$ cat config.mk
export PLATFORM = sky130hd
export DESIGN_NAME = spram_arb
export DESIGN_NICKNAME = d
export VERILOG_FILES = /design/src/rtl/spram_arb.sv
export SDC_FILE = /design/constraint.sdc
export NUM_CORES = 1
export LEC_CHECK = 0
export ABC_CLOCK_PERIOD_IN_PS = 1500
export BUFFER_PORTS_ARGS = -buffer_cell sky130_fd_sc_hd__buf_2
export CORE_AREA = 2 2 101 103
export DETAILED_ROUTE_END_ITERATION = 8
export DIE_AREA = 0 0 103 105
export GPL_ROUTABILITY_DRIVEN = 0
export GPL_TIMING_DRIVEN = 0
export MAX_ROUTING_LAYER = met4
export PLACE_DENSITY_LB_ADDON = 0.05
export SLEW_MARGIN = 10
export SYNTH_ARGS = -nofsm -noshare
export SYNTH_HDL_FRONTEND = slang
export SYNTH_SLANG_ARGS = --single-unit
$ cat constraint.sdc
create_clock -name clk -period 1.5 [get_ports clk]
set_input_delay 0.075 -clock clk [delete_from_list [all_inputs] [get_ports clk]]
set_output_delay 0.075 -clock clk [all_outputs]
set_load 0.05 [all_outputs]
$ cat src/rtl/spram_arb.sv
// spram_arb: two-requester arbiter in front of one 16k x 32 byte-writable SPRAM.
//
// Ports:
//   clk, rst_n                  system clock, asynchronous active-low reset
//   m0_* / m1_*                 requester ports (CPU / SPI-DMA):
//     mX_valid, mX_we, mX_addr, mX_wdat   request in (we == 0 means read)
//     mX_ready                            combinational accept for this cycle
//     mX_rdat, mX_rvalid                  read return, 2 cycles after accept
//   ram_sel, ram_we, ram_addr,
//   ram_wdat                    registered RAM control bus
//   ram_rdat                    RAM read data, valid the cycle after the access edge
//
// Build option: define SPRAM_ARB_PRIO_EN for fixed priority (m0 wins ties)
// with an m1 starvation counter bounded by STARVE_MAX. Without it,
// arbitration is round-robin on ties.
module spram_arb #(
    parameter int unsigned AW         = 16,
    parameter int unsigned DW         = 32,
    parameter int unsigned STARVE_MAX = 8
) (
    input  logic              clk,
    input  logic              rst_n,

    input  logic              m0_valid,
    output logic              m0_ready,
    input  logic [DW/8-1:0]   m0_we,
    input  logic [AW-1:0]     m0_addr,
    input  logic [DW-1:0]     m0_wdat,
    output logic [DW-1:0]     m0_rdat,
    output logic              m0_rvalid,

    input  logic              m1_valid,
    output logic              m1_ready,
    input  logic [DW/8-1:0]   m1_we,
    input  logic [AW-1:0]     m1_addr,
    input  logic [DW-1:0]     m1_wdat,
    output logic [DW-1:0]     m1_rdat,
    output logic              m1_rvalid,

    output logic              ram_sel,
    output logic [DW/8-1:0]   ram_we,
    output logic [AW-1:0]     ram_addr,
    output logic [DW-1:0]     ram_wdat,
    input  logic [DW-1:0]     ram_rdat
);

    localparam int unsigned BW = DW / 8;

    logic          gnt0;
    logic          gnt1;
    logic          tie_m1;
    logic          acc;

    logic          ram_sel_q,  ram_sel_d;
    logic [BW-1:0] ram_we_q,   ram_we_d;
    logic [AW-1:0] ram_addr_q, ram_addr_d;
    logic [DW-1:0] ram_wdat_q, ram_wdat_d;

    // Tag stage 1: a read is in flight, and which port issued it.
    logic          tag_vld_q,  tag_vld_d;
    logic          tag_id_q,   tag_id_d;
    // Tag stage 2: per-port return strobes.
    logic          rvalid0_q,  rvalid0_d;
    logic          rvalid1_q,  rvalid1_d;

`ifdef SPRAM_ARB_PRIO_EN
    localparam int unsigned CW = $clog2(STARVE_MAX + 1);
    logic [CW-1:0] starve_q, starve_d;

    // m1 takes the tie only after STARVE_MAX consecutive losses.
    always_comb begin
        tie_m1 = (starve_q >= CW'(STARVE_MAX));
    end

    // Counts cycles m1 waits behind m0; any m1 grant or idle m1 clears it.
    always_comb begin
        starve_d = starve_q;
        if (!m1_valid || gnt1) begin
            starve_d = '0;
        end else if (starve_q < CW'(STARVE_MAX)) begin
            starve_d = starve_q + CW'(1);
        end
    end

    always_ff @(posedge clk or negedge rst_n) begin
        if (!rst_n) begin
            starve_q <= '0;
        end else begin
            starve_q <= starve_d;
        end
    end
`else
    // 1 = m1 was served last; resets to m1 so m0 takes the first tie.
    logic last_q, last_d;

    always_comb begin
        tie_m1 = ~last_q;
    end

    // Pointer moves only when a request is actually accepted.
    always_comb begin
        last_d = last_q;
        if (acc) begin
            last_d = gnt1;
        end
    end

    always_ff @(posedge clk or negedge rst_n) begin
        if (!rst_n) begin
            last_q <= 1'b1;
        end else begin
            last_q <= last_d;
        end
    end
`endif

    // Grant: a lone requester wins; on a tie, tie_m1 decides.
    always_comb begin
        gnt1 = m1_valid & (~m0_valid | tie_m1);
        gnt0 = m0_valid & ~gnt1;
        acc  = gnt0 | gnt1;
    end

    assign m0_ready = gnt0;
    assign m1_ready = gnt1;

    // Next RAM bus and tag state; addr/wdat hold while idle.
    always_comb begin
        ram_sel_d  = acc;
        ram_we_d   = '0;
        ram_addr_d = ram_addr_q;
        ram_wdat_d = ram_wdat_q;
        tag_vld_d  = 1'b0;
        tag_id_d   = 1'b0;
        rvalid0_d  = tag_vld_q & ~tag_id_q;
        rvalid1_d  = tag_vld_q &  tag_id_q;
        if (gnt1) begin
            ram_we_d   = m1_we;
            ram_addr_d = m1_addr;
            ram_wdat_d = m1_wdat;
            tag_vld_d  = (m1_we == '0);
            tag_id_d   = 1'b1;
        end else if (gnt0) begin
            ram_we_d   = m0_we;
            ram_addr_d = m0_addr;
            ram_wdat_d = m0_wdat;
            tag_vld_d  = (m0_we == '0);
            tag_id_d   = 1'b0;
        end
    end

    always_ff @(posedge clk or negedge rst_n) begin
        if (!rst_n) begin
            ram_sel_q  <= 1'b0;
            ram_we_q   <= '0;
            ram_addr_q <= '0;
            ram_wdat_q <= '0;
            tag_vld_q  <= 1'b0;
            tag_id_q   <= 1'b0;
            rvalid0_q  <= 1'b0;
            rvalid1_q  <= 1'b0;
        end else begin
            ram_sel_q  <= ram_sel_d;
            ram_we_q   <= ram_we_d;
            ram_addr_q <= ram_addr_d;
            ram_wdat_q <= ram_wdat_d;
            tag_vld_q  <= tag_vld_d;
            tag_id_q   <= tag_id_d;
            rvalid0_q  <= rvalid0_d;
            rvalid1_q  <= rvalid1_d;
        end
    end

    assign ram_sel   = ram_sel_q;
    assign ram_we    = ram_we_q;
    assign ram_addr  = ram_addr_q;
    assign ram_wdat  = ram_wdat_q;
    assign m0_rvalid = rvalid0_q;
    assign m1_rvalid = rvalid1_q;
    // Read data is shared; the rvalid strobes say whose it is.
    assign m0_rdat   = ram_rdat;
    assign m1_rdat   = ram_rdat;

endmodule

Yosys cells after proc, flatten, opt, wreduce, memory -nomap -nowiden
Index checks and enable logic that the tools add are counted.
- bitwise operators: 10
- multiplexer cells: 9
- reductions and logical operators: 3
- operator list (cell ; number):
    $mux W32 ; 2
    $mux W16 ; 2
    $logic_not A4 Y1 ; 2
    $mux W4 ; 2
    $and A1 B1 Y1 ; 4
    $not A1 Y1 ; 4
    $mux W1 ; 3
    $or A1 B1 Y1 ; 2
    $reduce_bool A2 Y1 ; 1
- logic and storage cells: 31
- output and inout bits: 121
- input bits: 140
- bits in registers: 58

Depth between registers and ports, before layout
- depth after elaboration: 7
- gate-level depth with buffers: 5
- mapped depth without buffers: 3

Worst setup path before layout
No wires, ideal clock.
- path kind: register to register
- from: register last_q
- to: register tag_vld_q
- setup slack: -0.180 ns
- clock period less this slack: 1.680 ns
- arrival: 1.611 ns
- library setup time: 0.069 ns
- stages on the path, launching flop included: 4
- required time: 1.431 ns
- cells stage by stage: dfstp_2 -> a21boi_4 -> nor2b_1 -> a22o_1
- longest elaborated chain between the ends: 7
- RTL lines (element ; line ; text):
    start, declared ; 94 ; logic last_q, last_d;
    start signal, assigned ; 112 ; last_q <= last_d;
    $not A1 Y1 ; 97 ; tie_m1 = ~last_q;
    $or A1 B1 Y1 ; 119 ; gnt1 = m1_valid & (~m0_valid | tie_m1);
    $and A1 B1 Y1 ; 119 ;
    $not A1 Y1 ; 120 ; gnt0 = m0_valid & ~gnt1;
    $and A1 B1 Y1 ; 120 ;
    named net m0_ready ; 25 ; output logic m0_ready,
    $mux W1 ; 143 ; end else if (gnt0) begin
    $mux W1 ; 137 ; if (gnt1) begin
    named net tag_vld_d ; 60 ; logic tag_vld_q, tag_vld_d;
    end signal, assigned ; 167 ; tag_vld_q <= tag_vld_d;
    end, declared ; 60 ;
The timed path passes the listed nets, and every way through them passes these cells.
A chain may end at the register's enable or synchronous reset.

Final worst setup path
- from: input port m1_valid
- to: output port m1_ready
- longest elaborated chain between the ends: 1
- RTL lines (element ; line ; text):
    start, declared ; 32 ; input logic m1_valid,
    $and A1 B1 Y1 ; 119 ;
    end, declared ; 33 ; output logic m1_ready,
No other way between the ends.

==> key figures <==
Clock network
  – TritonCTS Sinks: 58
  – Root Driver: clkbuf_8
  – CTS buffer count: 9
  – Clk slew on worst S/H paths: 0.07 ns
  – Worst skew pair latency: 0.33 ns
  – CTS Buffer Depth: 2
  – CTS tree: done
  – H-tree levels: 3

Routing
  – 1st-iter DRT viols: 95
  – Drt first pass iters: 4
  – WL final: 10,100 microns
  – Vias: 3,164
  – Vias/cell: 4.27
  – Antenna-violating nets left: 0
  – DRC errors left: 0
  – Wire per inst: 13.6 microns

Finish
  – Ant. Diodes: 0
  – Final Cell Area: 5210 sq um
  – Most frequent cells in the layout: buf_2 (226), buf_4 (67), dlygate4sd3_1 (59)
  – Fill cells: 942
  – Area Overhead vs Synth: 67.1%
  – FF/Latch Area: 1450 sq um
  – Number of flip-flops in the largest register: 32
  – Leading cell type in the layout, fill and taps excluded: buf_2
  – Layout cells sized above 1: 53.9%
  – Nets: 744
  – Multi-input logic area: 1030 sq um

STA
  – Rel. slew slack: 50.5%
  – Max Transition Viols Final: 0
  – FMAX: 709 MHz
  – Unrepaired setup endpoints after global routing: no
  – Setup violators final: 0
  – Tightest hold margin: 0.0190 ns
  – Worst Tran Pin Value: 0.742 ns
  – Final worst-path cycle share: 94.0%
  – Setup ws final: 0.0902 ns
  – Setup total negative slack: 0 ns
  – Final hold vios: 0
  – Clock period minus final worst setup slack: 1.41 ns
  – Clock skew: 0.00821 ns

Place
  – DP HPWL: 7520 microns
  – Number of port buffers: 228
  – Area post-placement: 4430 sq um
  – Pre-CTS WS: 0.150 ns

Critical path
  – Critical Path Fanout Max: 11
  – CP Data Arrival Time: 1.33 ns
  – Max stage delay on crit path: 0.52 ns
  – CP Buf/Inv Count: 4
  – CP required: 1.42 ns
  – Critical path type: in2out
  – Cell family with most CP delay: buffers and inverters
  – Crit. End Element: primary output
  – Critical-path cell list: dlygate4sd3_1, buf_2, a21boi_4, buf_6, buf_4
  – FF-to-FF setup slack: 0.16 ns
  – Startpoint Class: input port
  – Slowest CP cell: dlygate4sd3_1

Global routing
  – Initial antenna violation count: 0
  – GRT Util Overall: 19.4%
  – Largest net degree at the start of global routing: 59
  – Vias in the first global route: 3,240
  – First-pass GRT wire length: 15,600 microns
  – Grt ovf: 0

Power
  – Leakage Power: 2.85 nW
  – Peak VDD IR: 0.400 mV
  – Tot Pwr: 5.18 mW
  – PD cells: 995 nW/um^2

Floorplan
  – Die height: 105 microns
  – Io pins: 261
  – Die X: 103 microns
  – Die area: 10,800 sq um
  – Initial Util: 32.3%
  – Cell row count: 36
  – Core area: 9640 sq um

Synthesis
  – Mapped Nets: 445
  – Syn Area/Cell: 10.2 sq um
  – Ys Warns: 0
  – Synthesized cell area: 3120 sq um
  – Syn Inst Count: 305
  – FF+latch count, synth: 58
  – Distinct cells, synth: 17
  – Seq/Total Area, Yosys: 46.6%

Run
  – Max_cap viols: 0

Run status
  – Status: finished clean

Min path
  – Hold crit path type: in2reg
[layer usage]
layer	wire length [microns]	vias up	GRT usage, %
met5	0	-	-
met4	291	0	8.74
met3	781	21	4.15
met2	5240	158	33.6
met1	3790	1434	20.8
li1	-	1551	-
[report_power, final]
group          total (mW)  internal [mW]  switching (mW)
sequential           1.83           1.75          0.0864
clock                1.25          0.672           0.579
combinational        2.10          0.681            1.42
total                5.18           3.10            2.08
[Yosys cell counts]
| master | count | area, sq um |
|---|---|---|
| buf_4 | 64 | 480 |
| dfrtp_1 | 57 | 1430 |
| nand2_1 | 56 | 210 |
| mux2i_1 | 49 | 490 |
| o21ai_1 | 42 | 210 |
| buf_6 | 11 | 124 |
| o21ai_0 | 10 | 50.1 |
| clkbuf_2 | 4 | 20.0 |
| buf_2 | 2 | 10.0 |
| nor2b_1 | 2 | 12.5 |
| nor4_1 | 2 | 12.5 |
| a21boi_4 | 1 | 18.8 |
| a22o_1 | 1 | 8.76 |
| and2_1 | 1 | 6.26 |
| dfstp_2 | 1 | 26.3 |
| inv_1 | 1 | 3.75 |
| or2_2 | 1 | 6.26 |
[worst register-to-register path, delay by kind of cell, from the launching register on]
kind / cells / cell delay, ns
compound gates: 2 / 0.14
buf+inv: 3 / 0.45
flops: 1 / 0.56
simple gates: 1 / 0.06
[cell families after synthesis]
logic type / count (synthesis) / synth area share, %
AND/OR/NAND/NOR: 62 / 7.95
multiplexers: 49 / 15.7
flip-flops: 58 / 46.6
AO/OA/AOI/OAI: 54 / 9.23
buffers and inverters: 82 / 20.5
[timing repair]
item	in CTS	in global routing
setup buffers	1	0
hold endpoints to repair	111	0
resized for setup	2	2
hold buffers	59	0
pin swaps	1	0
setup endpoints to repair	2	2
[path summary, 6_finish.rpt]
kind	from	to	cells past startpoint
setup reg to reg	last_q	ram_wdat[5]	6
setup / recovery	m1_valid	m1_ready	5
min in group asynchronous	rst_n	ram_wdat[29]	2
max in group asynchronous	rst_n	ram_wdat[2]	2
hold reg to reg	tag_id_q	m0_rvalid	1
hold / removal	m0_addr[7]	ram_addr[7]	3
[per-stage QoR]
step	utilization [%]	instances
6_report	54.0	741
5_1_grt	54.0	741
4_1_cts	54.0	741
3_5_place_dp	46.0	666
3_3_place_gp	45.9	666
2_1_floorplan	-	305
[cell type report]
type                    count  share of cell area, %
multi-input cells         165                   19.7
clock inverters             3                  0.288
clock buffers              12                   2.98
well taps                 133                   3.19
flip-flops and latches     58                   27.9
repair buffers            288                   33.5
inverters                   1                 0.0721
plain buffers              81                   12.3
Power figures use the tool's default switching activity.
